--- src/rtl/collision_engine_pkg.sv ---
// Shared defaults, FSM state type and the owner-id width helper for the collision engine.
package collision_engine_pkg;
  localparam int DEF_COORD_W     = 8;
  localparam int DEF_TANK_SIZE   = 8;
  localparam int DEF_BULLET_SIZE = 2;

  typedef enum logic [1:0] {IDLE, SCAN, DONE} state_t;

  function automatic int owner_w(input int n);
    return (n <= 2) ? 1 : $clog2(n);
  endfunction
endpackage

--- src/rtl/collision_engine_if.sv ---
// Frame-tick handshake, position snapshot inputs and hit results between game logic and the engine.
interface collision_engine_if import collision_engine_pkg::*; #(
  parameter int N_BULLETS = 8,
  parameter int N_TANKS   = 2,
  parameter int COORD_W   = DEF_COORD_W,
  parameter int OWNER_W   = owner_w(N_TANKS)
);
  logic                                start;
  logic [N_TANKS-1:0][COORD_W-1:0]     tank_x, tank_y;
  logic [N_TANKS-1:0]                  tank_alive;
  logic [N_BULLETS-1:0]                bullet_active;
  logic [N_BULLETS-1:0][COORD_W-1:0]   bullet_x, bullet_y;
  logic [N_BULLETS-1:0][OWNER_W-1:0]   bullet_owner;
  logic                                busy, done;
  logic [N_TANKS-1:0]                  tank_hit;
  logic [N_TANKS-1:0][OWNER_W-1:0]     tank_hit_by;
  logic [N_BULLETS-1:0]                bullet_destroy;

  modport master (
    output start, tank_x, tank_y, tank_alive, bullet_active, bullet_x, bullet_y, bullet_owner,
    input  busy, done, tank_hit, tank_hit_by, bullet_destroy
  );
  modport slave (
    input  start, tank_x, tank_y, tank_alive, bullet_active, bullet_x, bullet_y, bullet_owner,
    output busy, done, tank_hit, tank_hit_by, bullet_destroy
  );
endinterface

--- src/rtl/collision_engine_aabb.sv ---
// Combinational axis-aligned box overlap; box A at (ax,ay) size A_SIZE, box B at (bx,by) size B_SIZE.
module aabb_overlap #(
  parameter int COORD_W = 8,
  parameter int A_SIZE  = 2,
  parameter int B_SIZE  = 8
) (
  input  logic [COORD_W-1:0] ax, ay, bx, by,
  output logic               hit
);
  localparam logic [COORD_W:0] AS = (COORD_W+1)'(A_SIZE);
  localparam logic [COORD_W:0] BS = (COORD_W+1)'(B_SIZE);

  // One extra bit keeps boxes at the far coordinate edge from wrapping to zero.
  logic [COORD_W:0] ax_e, ay_e, bx_e, by_e;
  assign ax_e = {1'b0, ax};
  assign ay_e = {1'b0, ay};
  assign bx_e = {1'b0, bx};
  assign by_e = {1'b0, by};

  assign hit = (ax_e < bx_e + BS) && (ax_e + AS > bx_e) &&
               (ay_e < by_e + BS) && (ay_e + AS > by_e);
endmodule

--- src/rtl/collision_engine.sv ---
// Time-multiplexed bullet/tank collision engine: snapshot on start, one bullet per cycle vs all tanks.
// Optional build macro BULLET_VS_BULLET_EN adds bullet-vs-bullet destruction during the scan.
module collision_engine import collision_engine_pkg::*; #(
  parameter int N_BULLETS   = 8,
  parameter int N_TANKS     = 2,
  parameter int COORD_W     = DEF_COORD_W,
  parameter int TANK_SIZE   = DEF_TANK_SIZE,
  parameter int BULLET_SIZE = DEF_BULLET_SIZE,
  parameter int OWNER_W     = owner_w(N_TANKS)
) (
  input logic               clk,
  input logic               rstn,
  collision_engine_if.slave bus
);
  localparam int IDX_W = (N_BULLETS <= 2) ? 1 : $clog2(N_BULLETS);
  localparam logic [IDX_W-1:0]   LAST = IDX_W'(N_BULLETS - 1);
  localparam logic [OWNER_W:0]   NT   = (OWNER_W+1)'(N_TANKS);

  logic [N_TANKS-1:0][COORD_W-1:0]   s_tx, s_ty;
  logic [N_TANKS-1:0]                s_alive;
  logic [N_BULLETS-1:0]              s_act;
  logic [N_BULLETS-1:0][COORD_W-1:0] s_bx, s_by;
  logic [N_BULLETS-1:0][OWNER_W-1:0] s_own;

  state_t                            state;
  logic [IDX_W-1:0]                  idx;
  logic [N_TANKS-1:0]                hit_acc, hit_q;
  logic [N_TANKS-1:0][OWNER_W-1:0]   by_acc, by_q;
  logic [N_BULLETS-1:0]              des_acc, des_q, des_next, bb_hits;
  logic                              busy_q, done_q;

  logic [COORD_W-1:0] cur_x, cur_y;
  logic [OWNER_W-1:0] cur_own;
  logic               cur_ok;
  logic [N_TANKS-1:0] tank_ovl, tank_hits;

  assign cur_x   = s_bx[idx];
  assign cur_y   = s_by[idx];
  assign cur_own = s_own[idx];
  // Out-of-range shooter ids are treated as harmless.
  assign cur_ok  = s_act[idx] && ({1'b0, cur_own} < NT);

  for (genvar t = 0; t < N_TANKS; t++) begin : g_tank
    aabb_overlap #(.COORD_W(COORD_W), .A_SIZE(BULLET_SIZE), .B_SIZE(TANK_SIZE)) u_ovl (
      .ax(cur_x), .ay(cur_y), .bx(s_tx[t]), .by(s_ty[t]), .hit(tank_ovl[t])
    );
    assign tank_hits[t] = cur_ok && s_alive[t] && (cur_own != OWNER_W'(t)) && tank_ovl[t];
  end

`ifdef BULLET_VS_BULLET_EN
  logic [N_BULLETS-1:0] bb_ovl;
  for (genvar j = 0; j < N_BULLETS; j++) begin : g_bb
    aabb_overlap #(.COORD_W(COORD_W), .A_SIZE(BULLET_SIZE), .B_SIZE(BULLET_SIZE)) u_ovl (
      .ax(cur_x), .ay(cur_y), .bx(s_bx[j]), .by(s_by[j]), .hit(bb_ovl[j])
    );
    assign bb_hits[j] = (idx != IDX_W'(j)) && s_act[idx] && s_act[j] &&
                        (cur_own != s_own[j]) && bb_ovl[j];
  end
`else
  assign bb_hits = '0;
`endif

  always_comb begin
    des_next = des_acc | bb_hits;
    if ((|tank_hits) || (|bb_hits)) des_next[idx] = 1'b1;
  end

  always_ff @(posedge clk or negedge rstn) begin
    if (!rstn) begin
      state <= IDLE;  idx <= '0;
      s_tx <= '0; s_ty <= '0; s_alive <= '0;
      s_act <= '0; s_bx <= '0; s_by <= '0; s_own <= '0;
      hit_acc <= '0; by_acc <= '0; des_acc <= '0;
      hit_q <= '0; by_q <= '0; des_q <= '0;
      busy_q <= 1'b0; done_q <= 1'b0;
    end else begin
      case (state)
        IDLE: begin
          // busy_q still high here means this is the done cycle: start is ignored.
          done_q <= 1'b0;
          des_q  <= '0;
          busy_q <= 1'b0;
          if (bus.start && !busy_q) begin
            s_tx <= bus.tank_x;  s_ty <= bus.tank_y;  s_alive <= bus.tank_alive;
            s_act <= bus.bullet_active;  s_bx <= bus.bullet_x;  s_by <= bus.bullet_y;
            s_own <= bus.bullet_owner;
            hit_acc <= '0; by_acc <= '0; des_acc <= '0;
            idx    <= '0;
            busy_q <= 1'b1;
            state  <= SCAN;
          end
        end
        SCAN: begin
          hit_acc <= hit_acc | tank_hits;
          for (int t = 0; t < N_TANKS; t++)
            if (tank_hits[t] && !hit_acc[t]) by_acc[t] <= cur_own;
          des_acc <= des_next;
          idx     <= idx + 1'b1;
          if (idx == LAST) state <= DONE;
        end
        DONE: begin
          hit_q  <= hit_acc;
          by_q   <= by_acc;
          des_q  <= des_acc;
          done_q <= 1'b1;
          state  <= IDLE;
        end
        default: state <= IDLE;
      endcase
    end
  end

  assign bus.busy           = busy_q;
  assign bus.done           = done_q;
  assign bus.tank_hit       = hit_q;
  assign bus.tank_hit_by    = by_q;
  assign bus.bullet_destroy = des_q;
endmodule

--- src/flat_wrapper.sv ---
// flat-port wrapper written by rule: the top's interface ports become plain ports
module collision_engine_flat import collision_engine_pkg::*;
#(
  parameter int N_BULLETS   = 8,
  parameter int N_TANKS     = 2,
  parameter int COORD_W     = DEF_COORD_W,
  parameter int TANK_SIZE   = DEF_TANK_SIZE,
  parameter int BULLET_SIZE = DEF_BULLET_SIZE,
  parameter int OWNER_W     = owner_w(N_TANKS)
)
  (clk, rstn, bus_start, bus_tank_x, bus_tank_y, bus_tank_alive, bus_bullet_active, bus_bullet_x, bus_bullet_y, bus_bullet_owner, bus_busy, bus_done, bus_tank_hit, bus_tank_hit_by, bus_bullet_destroy);
  collision_engine_if #(.N_BULLETS(N_BULLETS), .N_TANKS(N_TANKS), .COORD_W(COORD_W), .OWNER_W(OWNER_W)) bus_i ();
  input logic clk;
  input logic rstn;
  input wire logic [$bits(bus_i.start)-1:0] bus_start;
  input wire logic [$bits(bus_i.tank_x)-1:0] bus_tank_x;
  input wire logic [$bits(bus_i.tank_y)-1:0] bus_tank_y;
  input wire logic [$bits(bus_i.tank_alive)-1:0] bus_tank_alive;
  input wire logic [$bits(bus_i.bullet_active)-1:0] bus_bullet_active;
  input wire logic [$bits(bus_i.bullet_x)-1:0] bus_bullet_x;
  input wire logic [$bits(bus_i.bullet_y)-1:0] bus_bullet_y;
  input wire logic [$bits(bus_i.bullet_owner)-1:0] bus_bullet_owner;
  output wire logic [$bits(bus_i.busy)-1:0] bus_busy;
  output wire logic [$bits(bus_i.done)-1:0] bus_done;
  output wire logic [$bits(bus_i.tank_hit)-1:0] bus_tank_hit;
  output wire logic [$bits(bus_i.tank_hit_by)-1:0] bus_tank_hit_by;
  output wire logic [$bits(bus_i.bullet_destroy)-1:0] bus_bullet_destroy;
  assign bus_i.start = bus_start;
  assign bus_i.tank_x = bus_tank_x;
  assign bus_i.tank_y = bus_tank_y;
  assign bus_i.tank_alive = bus_tank_alive;
  assign bus_i.bullet_active = bus_bullet_active;
  assign bus_i.bullet_x = bus_bullet_x;
  assign bus_i.bullet_y = bus_bullet_y;
  assign bus_i.bullet_owner = bus_bullet_owner;
  assign bus_busy = bus_i.busy;
  assign bus_done = bus_i.done;
  assign bus_tank_hit = bus_i.tank_hit;
  assign bus_tank_hit_by = bus_i.tank_hit_by;
  assign bus_bullet_destroy = bus_i.bullet_destroy;
  collision_engine #(.N_BULLETS(N_BULLETS), .N_TANKS(N_TANKS), .COORD_W(COORD_W), .TANK_SIZE(TANK_SIZE), .BULLET_SIZE(BULLET_SIZE), .OWNER_W(OWNER_W)) u_core (.clk(clk), .rstn(rstn), .bus(bus_i));
endmodule
--- config.mk ---
export PLATFORM = sky130hd
export DESIGN_NAME = collision_engine_flat
export DESIGN_NICKNAME = d
export VERILOG_FILES = /design/src/rtl/collision_engine_pkg.sv /design/src/rtl/collision_engine_if.sv /design/src/rtl/collision_engine_aabb.sv /design/src/rtl/collision_engine.sv /design/src/flat_wrapper.sv
export SDC_FILE = /design/constraint.sdc
export NUM_CORES = 1
export LEC_CHECK = 0
export CORE_ASPECT_RATIO = 0.9
export CORE_UTILIZATION = 40
export CTS_CLUSTER_SIZE = 10
export DETAILED_ROUTE_END_ITERATION = 10
export GPL_TIMING_DRIVEN = 0
export HOLD_SLACK_MARGIN = 0.05
export PLACE_DENSITY = 0.74
export SYNTH_ARGS = -nofsm -noshare
export SYNTH_HDL_FRONTEND = slang
export SYNTH_HIERARCHICAL = 1
export SYNTH_SLANG_ARGS = --single-unit
--- constraint.sdc ---
create_clock -name clk -period 6.04 [get_ports clk]
set_input_delay 1.208 -clock clk [delete_from_list [all_inputs] [get_ports clk]]
set_output_delay 1.208 -clock clk [all_outputs]
set_load 0.03 [all_outputs]
==> impl_metrics.ini, run 1 <==
[clocking]
clkLatencyLatePin_ns = 0.55
cts_made_buffers = 26
cts.sinks = 209
clockBufferDepth = 3
ctsResizeCount = 0
post_cts_buffers = 0
cts_tree = yes
root_buffer = clkbuf_16
htreeDepth = 1
clkTransAtPathRegs_ns = 0.06
ctsHoldBuffers = 0

[min_path]
min_path_type = reg -> reg

[finish]
fin_util_pct = 52.66
drive_above_1_share_pct = 7.457
fin_cells = 1856
layout.nets = 1745
n_fill_cell = 2497
final_common_cell = nand2_1
n_antenna_cell = 0
area_delta_synth_final_pct = 28.34
final_cell_mix = nand2_1 (587), dfrtp_1 (209), clkdlybuf4s50_1 (193)

[yosys]
netlist_instances = 1271
synth_seq_area_share_pct = 46.78
ys_ff_latch = 209
yosys_warnings = 6
synthFlopType = dfrtp_1
synthTopCellsByArea = dfrtp_1 (47%), nand2_1 (20%), ha_1 (7.8%)
syn-cell-area_um2 = 11180
yosysUniqueCellTypes = 70
yosysTopAreaCell = dfrtp_1
syn_nets = 1522
synth_top_area_share_pct = 46.78
synth-edff-count = 0
synthArstFlopShare_pct = 100.0
syn-mean-instance-area_um2 = 8.796

[power_and_ir_drop]
p_int_mw = 4.730
combPwrFrac_pct = 54.6
power_density_nw_per_um2 = 588.9
p_total_mw = 8.449
p_clk_share_pct = 16.5
pwr-share-seq_pct = 28.9
sw_frac_of_total_pct = 44.01
p_switching_mw = 3.719
p_leak_nw = 7.079
ir_drop_mv = 0.2704

[sta]
timing.fmax_mhz = 178.2
holdWs_ns = 0.4715
finalCritPeriodShare_pct = 92.91
maxSlewHeadroom_pct = 4.063
hold_violations = 0
rsz0062_at_grt = false
slew_viol_final = 0
finClkSkew_ns = 0.02029
worstMarginPinSlew_ns = 1.439
setup_viol = 0
min_period_ns = 5.612

[route]
drtAntennaViolNets = 0
via_count = 9762
routed_via_density = 5.260
wl_per_cell_um = 17.91
first_iter_violations = 791
firstDrtPassIters = 5
drc = 0
drt-total-wl_um = 33230

[worst_setup_path]
rr_worst_depth = 18
end_kind = register
worst-setup-path-type = reg -> reg
r2r_slack_ns = 0.43
rr_startpoint = u_core/idx[1]
required_ns = 6.47
cp-start-kind = register
r2r_end = u_core/des_acc[7]
crit_path_end = u_core/des_acc[7]
cp_data_arrival_time_ns = 6.04
critPathMaxFanout = 10
crit_start = u_core/idx[1]

[global_route]
grt_pass1_vias = 9526
grt_overflow_total = 0
grt_usage_pct = 23.68
grt_pass1_wl_um = 52050
grt_max_degree = 110
antenna_found_initial = 0

[outcome]
status = finished, final reports clean

[run]
drv_cap = 0

[floorplanning]
ios = 195
die_area_um2 = 28620
die_h_um = 160.6
coreArea_um2 = 27240
start_util_pct = 41.04
die_width_um = 178.2
rows = 57

[placement]
place.port_buffers = 194
dp_hpwl_um = 25090
dp.cells = 1820
place_congestion = 0.9369
registers in the layout (all words and copies together) (netlist names), 3 cells and up:
register / count
u_core/idx: 3
u_core/s_tx: 16
u_core/s_own: 8
u_core/s_act: 8
u_core/s_by: 64
u_core/s_ty: 16
u_core/s_bx: 64
u_core/des_acc: 8
u_core/bus.bullet_destroy: 8
worst min-delay path by stage:
stage	startpoint	end	slack (ns)	depth (start not counted)
5_1_grt	u_core/s_by[25]	u_core/s_by[25]	0.49	2
3_5_place_dp	u_core/s_bx[7]	u_core/s_bx[7]	0.46	2
3_3_place_gp	u_core/s_bx[39]	u_core/s_bx[39]	0.45	2
4_1_cts	u_core/s_bx[33]	u_core/s_bx[33]	0.47	2
6_report	u_core/s_by[10]	u_core/s_by[10]	0.47	2
2_1_floorplan	u_core/s_bx[50]	u_core/s_bx[50]	0.44	2
synth_stat cells, drive strengths merged, types with 8 or more instances:
master  instances
a21o            9
a21oi          12
a221oi         12
a22o            8
and3           13
buf            33
clkbuf         28
dfrtp         209
ha             70
inv            43
mux2           13
mux2i          14
mux4           14
nand2         588
nand3          30
nor2           26
o21ai          22
o31ai          11
xnor2          23
xor2            9
kinds of logic (layout without fill, tap and decap cells):
group / count (synthesis) / count (layout) / synth area share (%)
fa+ha+maj: 70 / 70 / 7.834
flops: 209 / 209 / 46.78
buf+inv: 106 / 337 / 4.107
compound gates: 125 / 125 / 8.360
mux: 41 / 41 / 5.383
xor+xnor: 32 / 32 / 2.507
simple gates: 688 / 688 / 25.03
routing by layer:
layer | GRT usage, % | part of all wire, % | up-vias
met2 | 36.17 | 44 | 408
met5 | 0 | 0 | -
met3 | 3.977 | 7.6 | 68
met1 | 33.91 | 45 | 4647
met4 | 8.205 | 3.4 | 0
li1 | - | - | 4639
critical path: stages (launching register included):
cell and delay [ns]:
dfrtp_1 0.35, buf_4 0.16, buf_2 0.36, buf_2 0.32
buf_1 0.49, a221oi_1 0.11, o22ai_1 0.76, ha_1 0.32
and3_1 0.21, nand3_1 0.11, xnor2_1 0.19, ha_1 0.30
nand3_1 0.11, o311a_2 0.39, a221o_1 0.33, a211oi_2 0.35
o311a_1 0.31, nor2_2 0.09, o31ai_1 0.25
power groups by stage:
stage               clock network, mW  registers [mW]  logic (mW)
floorplan                           0            2.33        3.25
global placement                    0            2.43        4.38
detailed placement                  0            2.44        4.54
CTS                              1.41            2.43        4.58
global route                     1.48            2.51        5.17
finish                           1.39            2.44        4.62
layout make-up:
class	count	area [um2]	share of cell area (%)
Buffer	61	290.3	2.023
Clock buffer	33	706.9	4.927
Clock inverter	3	43.79	0.3052
Inverter	45	168.9	1.177
Multi-Input combinational cell	956	5490	38.27
Sequential cell	209	5230	36.45
Tap cell	354	442.9	3.087
Timing Repair Buffer	195	1974	13.76
per-stage QoR:
step	setup WS, ns	area, um2	setup TNS, ns
after detailed placement	0.5047	13600	0
after CTS	0.4672	14350	0
after global placement	-4.861	13560	-1011.13
final	0.4282	14350	0
after global routing	0.1639	14350	0
after floorplan	1.851	11180	0
Power figures use the tool's default switching activity.
==> inputs of run 2 (changes only) <==
--- a/config.mk
+++ b/config.mk
@@ -5,12 +5,13 @@
 export SDC_FILE = /design/constraint.sdc
 export NUM_CORES = 1
 export LEC_CHECK = 0
+export ABC_CLOCK_PERIOD_IN_PS = 6040
 export CORE_ASPECT_RATIO = 0.9
 export CORE_UTILIZATION = 40
 export CTS_CLUSTER_SIZE = 10
 export DETAILED_ROUTE_END_ITERATION = 10
 export GPL_TIMING_DRIVEN = 0
-export HOLD_SLACK_MARGIN = 0.05
+export HOLD_SLACK_MARGIN = 0.08
 export PLACE_DENSITY = 0.74
 export SYNTH_ARGS = -nofsm -noshare
 export SYNTH_HDL_FRONTEND = slang
==> results of run 2 <==
Same layout as run 1: the final DEF is identical, and so are final timing and power.
==> inputs of run 3 (changes only) <==
--- a/config.mk
+++ b/config.mk
@@ -12,6 +12,7 @@
 export DETAILED_ROUTE_END_ITERATION = 10
 export GPL_TIMING_DRIVEN = 0
 export HOLD_SLACK_MARGIN = 0.08
+export MAX_ROUTING_LAYER = met4
 export PLACE_DENSITY = 0.74
 export SYNTH_ARGS = -nofsm -noshare
 export SYNTH_HDL_FRONTEND = slang
==> run 3 against run 2 <==
Register-to-register slack worse by 0.15 ns. Worst hold slack improved by 0.0020 ns. Fmax down 2.5%. Via count is 0.49% higher. Cell count did not move. Non-clock buffer count did not move. Total power up 0.91%. Core utilization rose by 0.087 points. Highest routed layer unchanged.
==> impl_metrics.ini, run 3 (synthesized netlist as in run 1, its figures left out) <==
[placement]
dp.cells = 1820
dp_hpwl_um = 25390
place.port_buffers = 194
detailedPlace.worstSlack_ns = 0.4511
place_congestion = 0.9561

[power_and_ir_drop]
p_leak_nw = 7.094
ir_drop_mv = 0.2884
p_total_mw = 8.526
power_density_nw_per_um2 = 593.3

[sta]
setup_slack_ns = 0.2824
setup_viol = 0
min_period_ns = 5.758
finalCritPeriodShare_pct = 95.32
worstMarginPinSlew_ns = 1.339
finClkSkew_ns = 0.03384
timing.fmax_mhz = 173.7
hold_violations = 0
slew_viol_final = 0
maxSlewHeadroom_pct = 10.75
rsz0062_at_grt = false
timing.setup.tns_ns = 0

[finish]
final_common_cell = nand2_1
area_delta_synth_final_pct = 28.55
n_antenna_cell = 0
fin_cells = 1856
drive_above_1_share_pct = 7.590
layout.nets = 1745
final_cell_mix = nand2_1 (587), dfrtp_1 (209), clkdlybuf4s50_1 (193)
n_fill_cell = 2505
reg.largest.list = u_core/s_bx x64, u_core/s_by x64

[route]
top_layer_used = met4
drt-total-wl_um = 33820
routed_via_density = 5.286
drc = 0
drtAntennaViolNets = 0
route.met2.wl_um = 14960
wl_per_cell_um = 18.22
wl_met1_um = 15040
firstDrtPassIters = 6
first_iter_violations = 704
dr_wl_met3_um = 2781
via_count = 9810

[worst_setup_path]
rr_startpoint = u_core/idx[1]
r2r_end = u_core/des_acc[0]
critPathMaxFanout = 10
crit_start = u_core/idx[1]
worst-setup-path-type = reg -> reg
crit_path_end = u_core/des_acc[0]
rr_worst_depth = 18
end_kind = register
required_ns = 6.46
r2r_slack_ns = 0.28
cp_data_arrival_time_ns = 6.18
cp-start-kind = register

[global_route]
grt_overflow_total = 0
grt_max_degree = 106
antenna_found_initial = 0
grt_pass1_wl_um = 52590
grt_pass1_vias = 9718
grt_usage_pct = 24.56

[min_path]
min_path_type = reg -> reg

[clocking]
cts_made_buffers = 26
ctsHoldBuffers = 0
post_cts_buffers = 0
htreeDepth = 1
clkLatencyLatePin_ns = 0.55
cts.sinks = 209
clockBufferDepth = 3
cts_tree = yes
clkTransAtPathRegs_ns = 0.06
ctsResizeCount = 0
root_buffer = clkbuf_16

[floorplanning]
die_area_um2 = 28620
start_util_pct = 41.04
ios = 195
coreArea_um2 = 27240
die_h_um = 160.6
die_width_um = 178.2
rows = 57

[run]
drv_cap = 0

[outcome]
status = finished, final reports clean
-- run 3: cell types whose count changed in the layout (fill, tap and decap cells not counted), sizes merged --
cell	delta
clkbuf	-2
clkinv	+2
bufinv	+1
inv	-1
-- run 3: layout make-up --
cell class	count	area [um2]	area share [%]
inverters	45	168.9	1.175
well taps	354	442.9	3.082
clock inverters	5	75.07	0.5224
plain buffers	61	290.3	2.020
flip-flops and latches	209	5230	36.39
repair buffers	195	1974	13.74
clock buffers	31	699.4	4.867
multi-input cells	956	5490	38.20
-- run 3: where the power goes --
| group | internal, mW | switching [mW] | total [mW] |
|---|---|---|---|
| logic | 1.90 | 2.75 | 4.64 |
| registers | 2.02 | 0.421 | 2.44 |
| clock network | 0.852 | 0.586 | 1.44 |
-- run 3: how the worst min path moves through the flow --
stage / start / end / slack [ns] / cells after the start
after global routing: u_core/s_bx[35] / u_core/s_bx[35] / 0.48 / 2
after detailed placement: u_core/s_bx[24] / u_core/s_bx[24] / 0.46 / 2
after CTS: u_core/s_bx[49] / u_core/s_bx[49] / 0.47 / 2
final: u_core/s_bx[25] / u_core/s_bx[25] / 0.47 / 2
after global placement: u_core/s_bx[43] / u_core/s_bx[43] / 0.45 / 2
after floorplan: u_core/s_bx[50] / u_core/s_bx[50] / 0.44 / 2
-- run 3: stage by stage --
step	instance area (um2)	util [%]	hold slack, ns
after floorplan	11180	-	0.4386
after global placement	13560	49.79	0.4522
after detailed placement	13600	49.91	0.4608
after CTS	14370	52.75	0.4743
after global routing	14370	52.75	0.4816
final	14370	52.75	0.4735
-- run 3: per-layer routing --
metal	global-route usage (%)	vias to the layer above
met3	4.545	68
met4	7.627	0
met2	36.68	429
met5	-	-
li1	-	4639
met1	33.82	4674
-- run 3: critical path, cell delays in order, from the launching register on --
cell and delay [ns]:
dfrtp_1 0.37, buf_4 0.17, buf_2 0.38, buf_2 0.34, buf_1 0.54, a221oi_1 0.11
o22ai_1 0.72, ha_1 0.31, and3_1 0.21, nand3_1 0.11, xnor2_1 0.19, ha_1 0.29
nand3_1 0.12, o311a_2 0.40, a221o_1 0.33, a211oi_2 0.36, o311a_1 0.32, nor2_2 0.09
o31ai_1 0.26
